--- config.mk ---
export PLATFORM = sky130hd
export DESIGN_NAME = frame_swap_writer
export DESIGN_NICKNAME = d
export VERILOG_FILES = /design/src/rtl/frame_swap_writer.sv
export SDC_FILE = /design/constraint.sdc
export NUM_CORES = 1
export LEC_CHECK = 0
export ABC_AREA = 1
export CORE_ASPECT_RATIO = 0.8
export CORE_MARGIN = 1
export CORE_UTILIZATION = 40
export CTS_CLUSTER_SIZE = 40
export DETAILED_ROUTE_END_ITERATION = 6
export PLACE_DENSITY_LB_ADDON = 0.3
export SETUP_SLACK_MARGIN = 0.3
export SLEW_MARGIN = 10
export SYNTH_ARGS = -nofsm -noshare
export SYNTH_HDL_FRONTEND = slang
export SYNTH_SLANG_ARGS = --single-unit
export TNS_END_PERCENT = 30
--- constraint.sdc ---
create_clock -name clk -period 4.8 [get_ports clk]
set_clock_uncertainty 0.05 [all_clocks]
set_input_delay 0.96 -clock clk [delete_from_list [all_inputs] [get_ports clk]]
set_output_delay 0.96 -clock clk [all_outputs]
set_load 0.01 [all_outputs]
--- src/rtl/frame_swap_writer.sv ---
// Purpose: turns the painter's pixel stream into bank-addressed frame-memory writes and swaps front/back banks on vsync.
// Latency: one cycle from a sampled in-range pixel to bram_we/bram_addr/bram_din; bank swap one cycle after vsync_start.
// Backpressure: none; every pixel is either written or dropped, and the painter is held in restart outside PAINT.
module frame_swap_writer #(
    parameter int COOR_WIDTH = 12,
    parameter int HSIZE      = 720,
    parameter int VSIZE      = 540,
    parameter int ADDR_WIDTH = 19
) (
    input  logic                  clk,
    input  logic                  rst_n,
    input  logic [11:0]           pixel_data,
    input  logic [COOR_WIDTH-1:0] write_x,
    input  logic [COOR_WIDTH-1:0] write_y,
    input  logic                  painter_finished,
    input  logic                  vsync_start,
    output logic                  painter_rst,
    output logic                  bram_we,
    output logic                  bram_bank,
    output logic [ADDR_WIDTH-1:0] bram_addr,
    output logic [11:0]           bram_din,
    output logic                  display_bank,
    output logic [7:0]            frame_count
);

    // Product wide enough for any y*HSIZE+x before truncation to the bank address.
    localparam int PROD_W = 2 * COOR_WIDTH + 2;

    typedef enum logic [1:0] {
        RESTART    = 2'd0,
        PAINT      = 2'd1,
        WAIT_VSYNC = 2'd2,
        SWAP       = 2'd3
    } state_t;

    state_t                  state;
    state_t                  state_nxt;
    logic                    we_nxt;
    logic                    in_range;
    logic [ADDR_WIDTH-1:0]   addr_lin;
    logic                    back_bank;

    // Range check on the full coordinate width, and the linear address of the current pixel.
    always_comb begin
        in_range = (32'(write_x) < 32'(HSIZE)) && (32'(write_y) < 32'(VSIZE));
        addr_lin = ADDR_WIDTH'(PROD_W'(write_y) * PROD_W'(HSIZE) + PROD_W'(write_x));
    end

    // Next-state and write-enable decode; the pixel in a painter_finished cycle is discarded.
    always_comb begin
        state_nxt = state;
        we_nxt    = 1'b0;
        case (state)
            RESTART: begin
                state_nxt = PAINT;
            end
            PAINT: begin
                if (painter_finished) begin
                    state_nxt = WAIT_VSYNC;
                end else begin
                    we_nxt = in_range;
                end
            end
            WAIT_VSYNC: begin
                if (vsync_start) begin
                    state_nxt = SWAP;
                end
            end
            SWAP: begin
                state_nxt = RESTART;
            end
            default: begin
                state_nxt = RESTART;
            end
        endcase
    end

    // State register.
    always_ff @(posedge clk or negedge rst_n) begin
        if (!rst_n) begin
            state <= RESTART;
        end else begin
            state <= state_nxt;
        end
    end

    // Write port registers (address/data hold while idle) plus bank and frame bookkeeping.
    always_ff @(posedge clk or negedge rst_n) begin
        if (!rst_n) begin
            bram_we     <= 1'b0;
            bram_addr   <= '0;
            bram_din    <= '0;
            back_bank   <= 1'b0;
            frame_count <= 8'd0;
        end else begin
            bram_we <= we_nxt;
            if (we_nxt) begin
                bram_addr <= addr_lin;
                bram_din  <= pixel_data;
            end
            if (state == SWAP) begin
                back_bank   <= ~back_bank;
                frame_count <= frame_count + 8'd1;
            end
        end
    end

    // Front bank is always the complement of the back bank, so they can never collide.
    assign bram_bank    = back_bank;
    assign display_bank = ~back_bank;
    assign painter_rst  = (state != PAINT);

endmodule

==> impl_summary.log <==
INFO  metric htreeDepth = 2
INFO  metric final.setup.worst_slack = 609 ps
INFO  metric sum_of_routed_wire_segments_on_met1 = 3830 um
INFO  metric worstHoldPathType = register to register
INFO  metric fin_cells = 669
INFO  metric drt.antenna.violating_nets = 0
INFO  metric drt_pass1_iterations = 4
INFO  metric setup.worst_path.end = bram_addr[18]
INFO  metric crit_path_max_fo = 3
INFO  metric synthesis.area = approximately 0.0035 sq mm
INFO  metric yosysUniqueCellTypes = 33
INFO  metric criticalPathCategory = input pin to register
INFO  metric route.detailed.drc = 0
INFO  metric core.rowCount = 30
INFO  metric crit_path_start_kind = input pin
INFO  metric cts_hold_buffers = 0
INFO  metric cts_tree = yes
INFO  metric post_drt_via_cell_ratio = 4.53
INFO  metric finalWeightedCongestion = 0.857
INFO  metric share_comb_of_total_power = 63.3%
INFO  metric worst_ir_drop_vdd = 0.230 mV
INFO  metric number_of_antenna_violations_at_the_first_check_in_global_routing = 0
INFO  metric dpl.hpwl = roughly 6400 um
INFO  metric reported_leakage_power = 0.00257 uW
INFO  metric fill_cells = 784
INFO  metric final_util = a little under three fifths
INFO  metric power.density = roughly 440 mW/mm^2
INFO  metric die_width = 107 um
INFO  metric crit_path_cell_trace = dlymetal6s2s_1 > ha_1 > xor2_1 > ha_1 > inv_1 > fa_1 > inv_1 > ha_1 > or2_4 > nand2_1 > xnor2_1 > ha_1 > nand2_1 > nor2_1 > nand2_1 > nand2_1 > nand2_1 > inv_2 > nand2_2 > nor2_4 > nand3_1 > nand3_1 > nand2_1
INFO  metric wire_length_on_met2 = ~3600 um
INFO  metric setup_viol_count_final = 0
INFO  metric dr_wl_met3 = 286 um
INFO  metric multiInputGateArea = 0.00212 sq mm
INFO  metric rr_startpoint = state[1]
INFO  metric setup.worst_path.end_class = register
INFO  metric fmaxAchievable = between 0.2 and 0.25 GHz
INFO  metric dp_worst_setup_slack = -76.8 ps
INFO  metric timing.final.crit_period = 4190 ps
INFO  metric total_number_of_nets_in_the_final_design = 653
INFO  metric wl_per_cell = 11.7 um
INFO  metric netlist.area_leader.share = 30.4%
INFO  metric run_status = finished, final reports clean
INFO  metric number_of_max_slew_violations_in_the_final_report = 0
INFO  metric dieHeight = 86.2 um
INFO  metric core_region_area = between 0.008 and 0.009 sq mm
INFO  metric syn2layout_area_growth = 32.2%
INFO  metric grt.total_usage = 18.5%
INFO  metric internal_power = 1180 uW
INFO  metric floorplan.initialDensity = 41.6%
INFO  metric max_cap_viol_count = 0
INFO  metric syn_inst = between 400 and 500
INFO  metric ctsLongestPathBuffers = 2
INFO  metric dieArea = 0.00924 sq mm
INFO  metric tightest_slew = roughly 950 ps
INFO  metric worst-r2r-setup-slack = 2520 ps
INFO  metric synth.net_count = 558
INFO  metric slowest_delay = about 490 ps
INFO  metric ys_warn_count = 0
INFO  metric worst-endpoint-arrival = 4330 ps
INFO  metric rr_endpoint = bram_addr[11]
INFO  metric pwr-share-seq = 25.8%
INFO  metric ys_seq_elements = 43
INFO  metric critical_path.startpoint = write_y[3]
INFO  metric area.sequential = 0.00108 sq mm
INFO  metric summed_area_of_non_filler_cells_in_the_final_layout = 0.00469 sq mm
INFO  metric drt_iter0_markers = 95
INFO  metric io_buffers = 82
INFO  metric top_ports = 83
INFO  metric final_wirelength = 7810 um
INFO  metric placement.cell_area = approximately 0.0045 sq mm
INFO  metric ys_seq_area_share = 30.4%
INFO  metric layout.cells.most_common_list = nand2_1, inv_1, clkdlybuf4s50_1
INFO  metric power.switching = between 800 and 900 uW
INFO  metric final_min_period_over_clock_period = 87.3%
INFO  metric grt_pass1_vias = 2,967
INFO  metric crit_top_cell = nand2_1
INFO  metric most_common_library_cell_in_the_layout_ignoring_fill_and_taps = nand2_1
INFO  metric topRoutingLayerUsed = met4
INFO  metric global_route_wire_length_before_repair = 13,700 um
INFO  metric max_slew_margin = 36.9%
INFO  metric synth_area_leaders = dfrtp_1, nand2_1, ha_1, inv_1, fa_1
INFO  metric grt_start_max_net_pins = 44
INFO  metric inst_count_dp = 656
INFO  metric worst_skew_pair.late_latency = just under 300 ps
INFO  metric numClockSinks = 43
INFO  metric cp.required = 4940 ps
INFO  metric tritoncts.num_buffers = 5
INFO  metric cts-root-buf = clkbuf_8
INFO  metric share_clk_of_total_power = between 10 and 15%
INFO  metric post_synthesis_mean_instance_area = 7.69 sq um
INFO  metric insertedDiodeCount = 0
INFO  metric power.share.switching = between 40% and 50%
INFO  metric hold_path.startpoint = bram_din[6]
INFO  metric slowest_stage = fa_1
INFO  metric timing.reg2reg.worst_path_depth = 9
INFO  metric grt_overflow = 0
INFO  metric grt_setup_unrepaired = false
INFO  metric routed-via-count = 3,030
INFO  metric post_route_cells_drive_above_1_share = 7.00%
INFO  metric synth_top_cell_by_area = dfrtp_1
INFO  metric cts.clk_slew.worst_paths = 80 ps
INFO  metric number_of_endpoints_with_negative_hold_slack_in_the_final_report = 0
[synth_stat cells (all sizes together)]
| cell | number |
|---|---|
| a31oi | 1 |
| and3 | 1 |
| o21ai | 11 |
| a21o | 1 |
| xor2 | 9 |
| nand4 | 4 |
| o21bai | 1 |
| buf | 5 |
| ha | 41 |
| xnor2 | 12 |
| o211a | 1 |
| inv | 90 |
| o31ai | 1 |
| nor3 | 1 |
| clkbuf | 2 |
| fa | 16 |
| nor4 | 2 |
| nand3 | 28 |
| nand2 | 155 |
| dfrtp | 43 |
| nor2 | 16 |
| or2 | 6 |
| a21oi | 13 |
| mux2 | 1 |
[through the flow]
stage / total power [uW] / hold slack (ps) / TNS, ps
2_1_floorplan: 1370 / 457 / 0
3_3_place_gp: 1770 / 412 / -9.79
3_5_place_dp: 1810 / 418 / -219
4_1_cts: 2070 / 440 / 0
5_1_grt: 2300 / 452 / 0
6_report: 2070 / 436 / 0
[registers in the layout, summed over array words and instances, names as in the netlist]
register     cells
state            2
bram_we          1
bram_din        12
frame_count      8
bram_bank        1
bram_addr       19
[worst max-delay path, delay by kind of cell]
family	cells	cell delay, ps
simple gates	12	1130
fa+ha+maj	5	1700
buf+inv	4	300
xor+xnor	2	230
[layout make-up]
| class | count | area share, % |
|---|---|---|
| Clock inverter | 2 | 0.267 |
| Sequential cell | 43 | 23.0 |
| Clock buffer | 6 | 1.55 |
| Multi-Input combinational cell | 321 | 45.2 |
| Tap cell | 112 | 2.99 |
| Timing Repair Buffer | 95 | 19.9 |
| Inverter | 90 | 7.21 |
[worst min-delay path by stage]
stage,depth (start not counted),slack [ps],endpoint
6_report,2,440,bram_din[6]
3_3_place_gp,1,410,frame_count[7]
3_5_place_dp,2,420,bram_din[9]
4_1_cts,2,440,bram_din[6]
5_1_grt,2,450,bram_din[10]
2_1_floorplan,1,460,frame_count[7]
[cell families after synthesis]
kind of cell | after synthesis | synth area share [%]
buffers and inverters | 97 | 10.8
XOR/XNOR | 21 | 5.19
multiplexers | 1 | 0.318
adder cells (fa/ha/maj) | 57 | 23.5
flip-flops | 43 | 30.4
AND/OR/NAND/NOR | 213 | 25.4
AO/OA/AOI/OAI | 29 | 4.48
[repair_timing]
item	4_1_cts	5_1_grt
setup buffers	3	2
pin swaps	3	6
resized for setup	1	12
endpoints found under the setup margin	5	7
[power by group through the flow]
stage	Sequential (uW)	Combinational [uW]	Clock (uW)
after CTS	535	1300	234
after detailed placement	540	1270	0
after floorplan	573	800	0
final	534	1310	226
after global placement	536	1240	0
after global routing	548	1500	252
[routing by layer]
metal	GRT usage, %	up-vias
li1	-	1597
met1	26.3	1378
met2	30.3	48
met3	2.63	7
met4	3.61	0
met5	0	-
No activity file was read; power rests on OpenSTA's default activity.
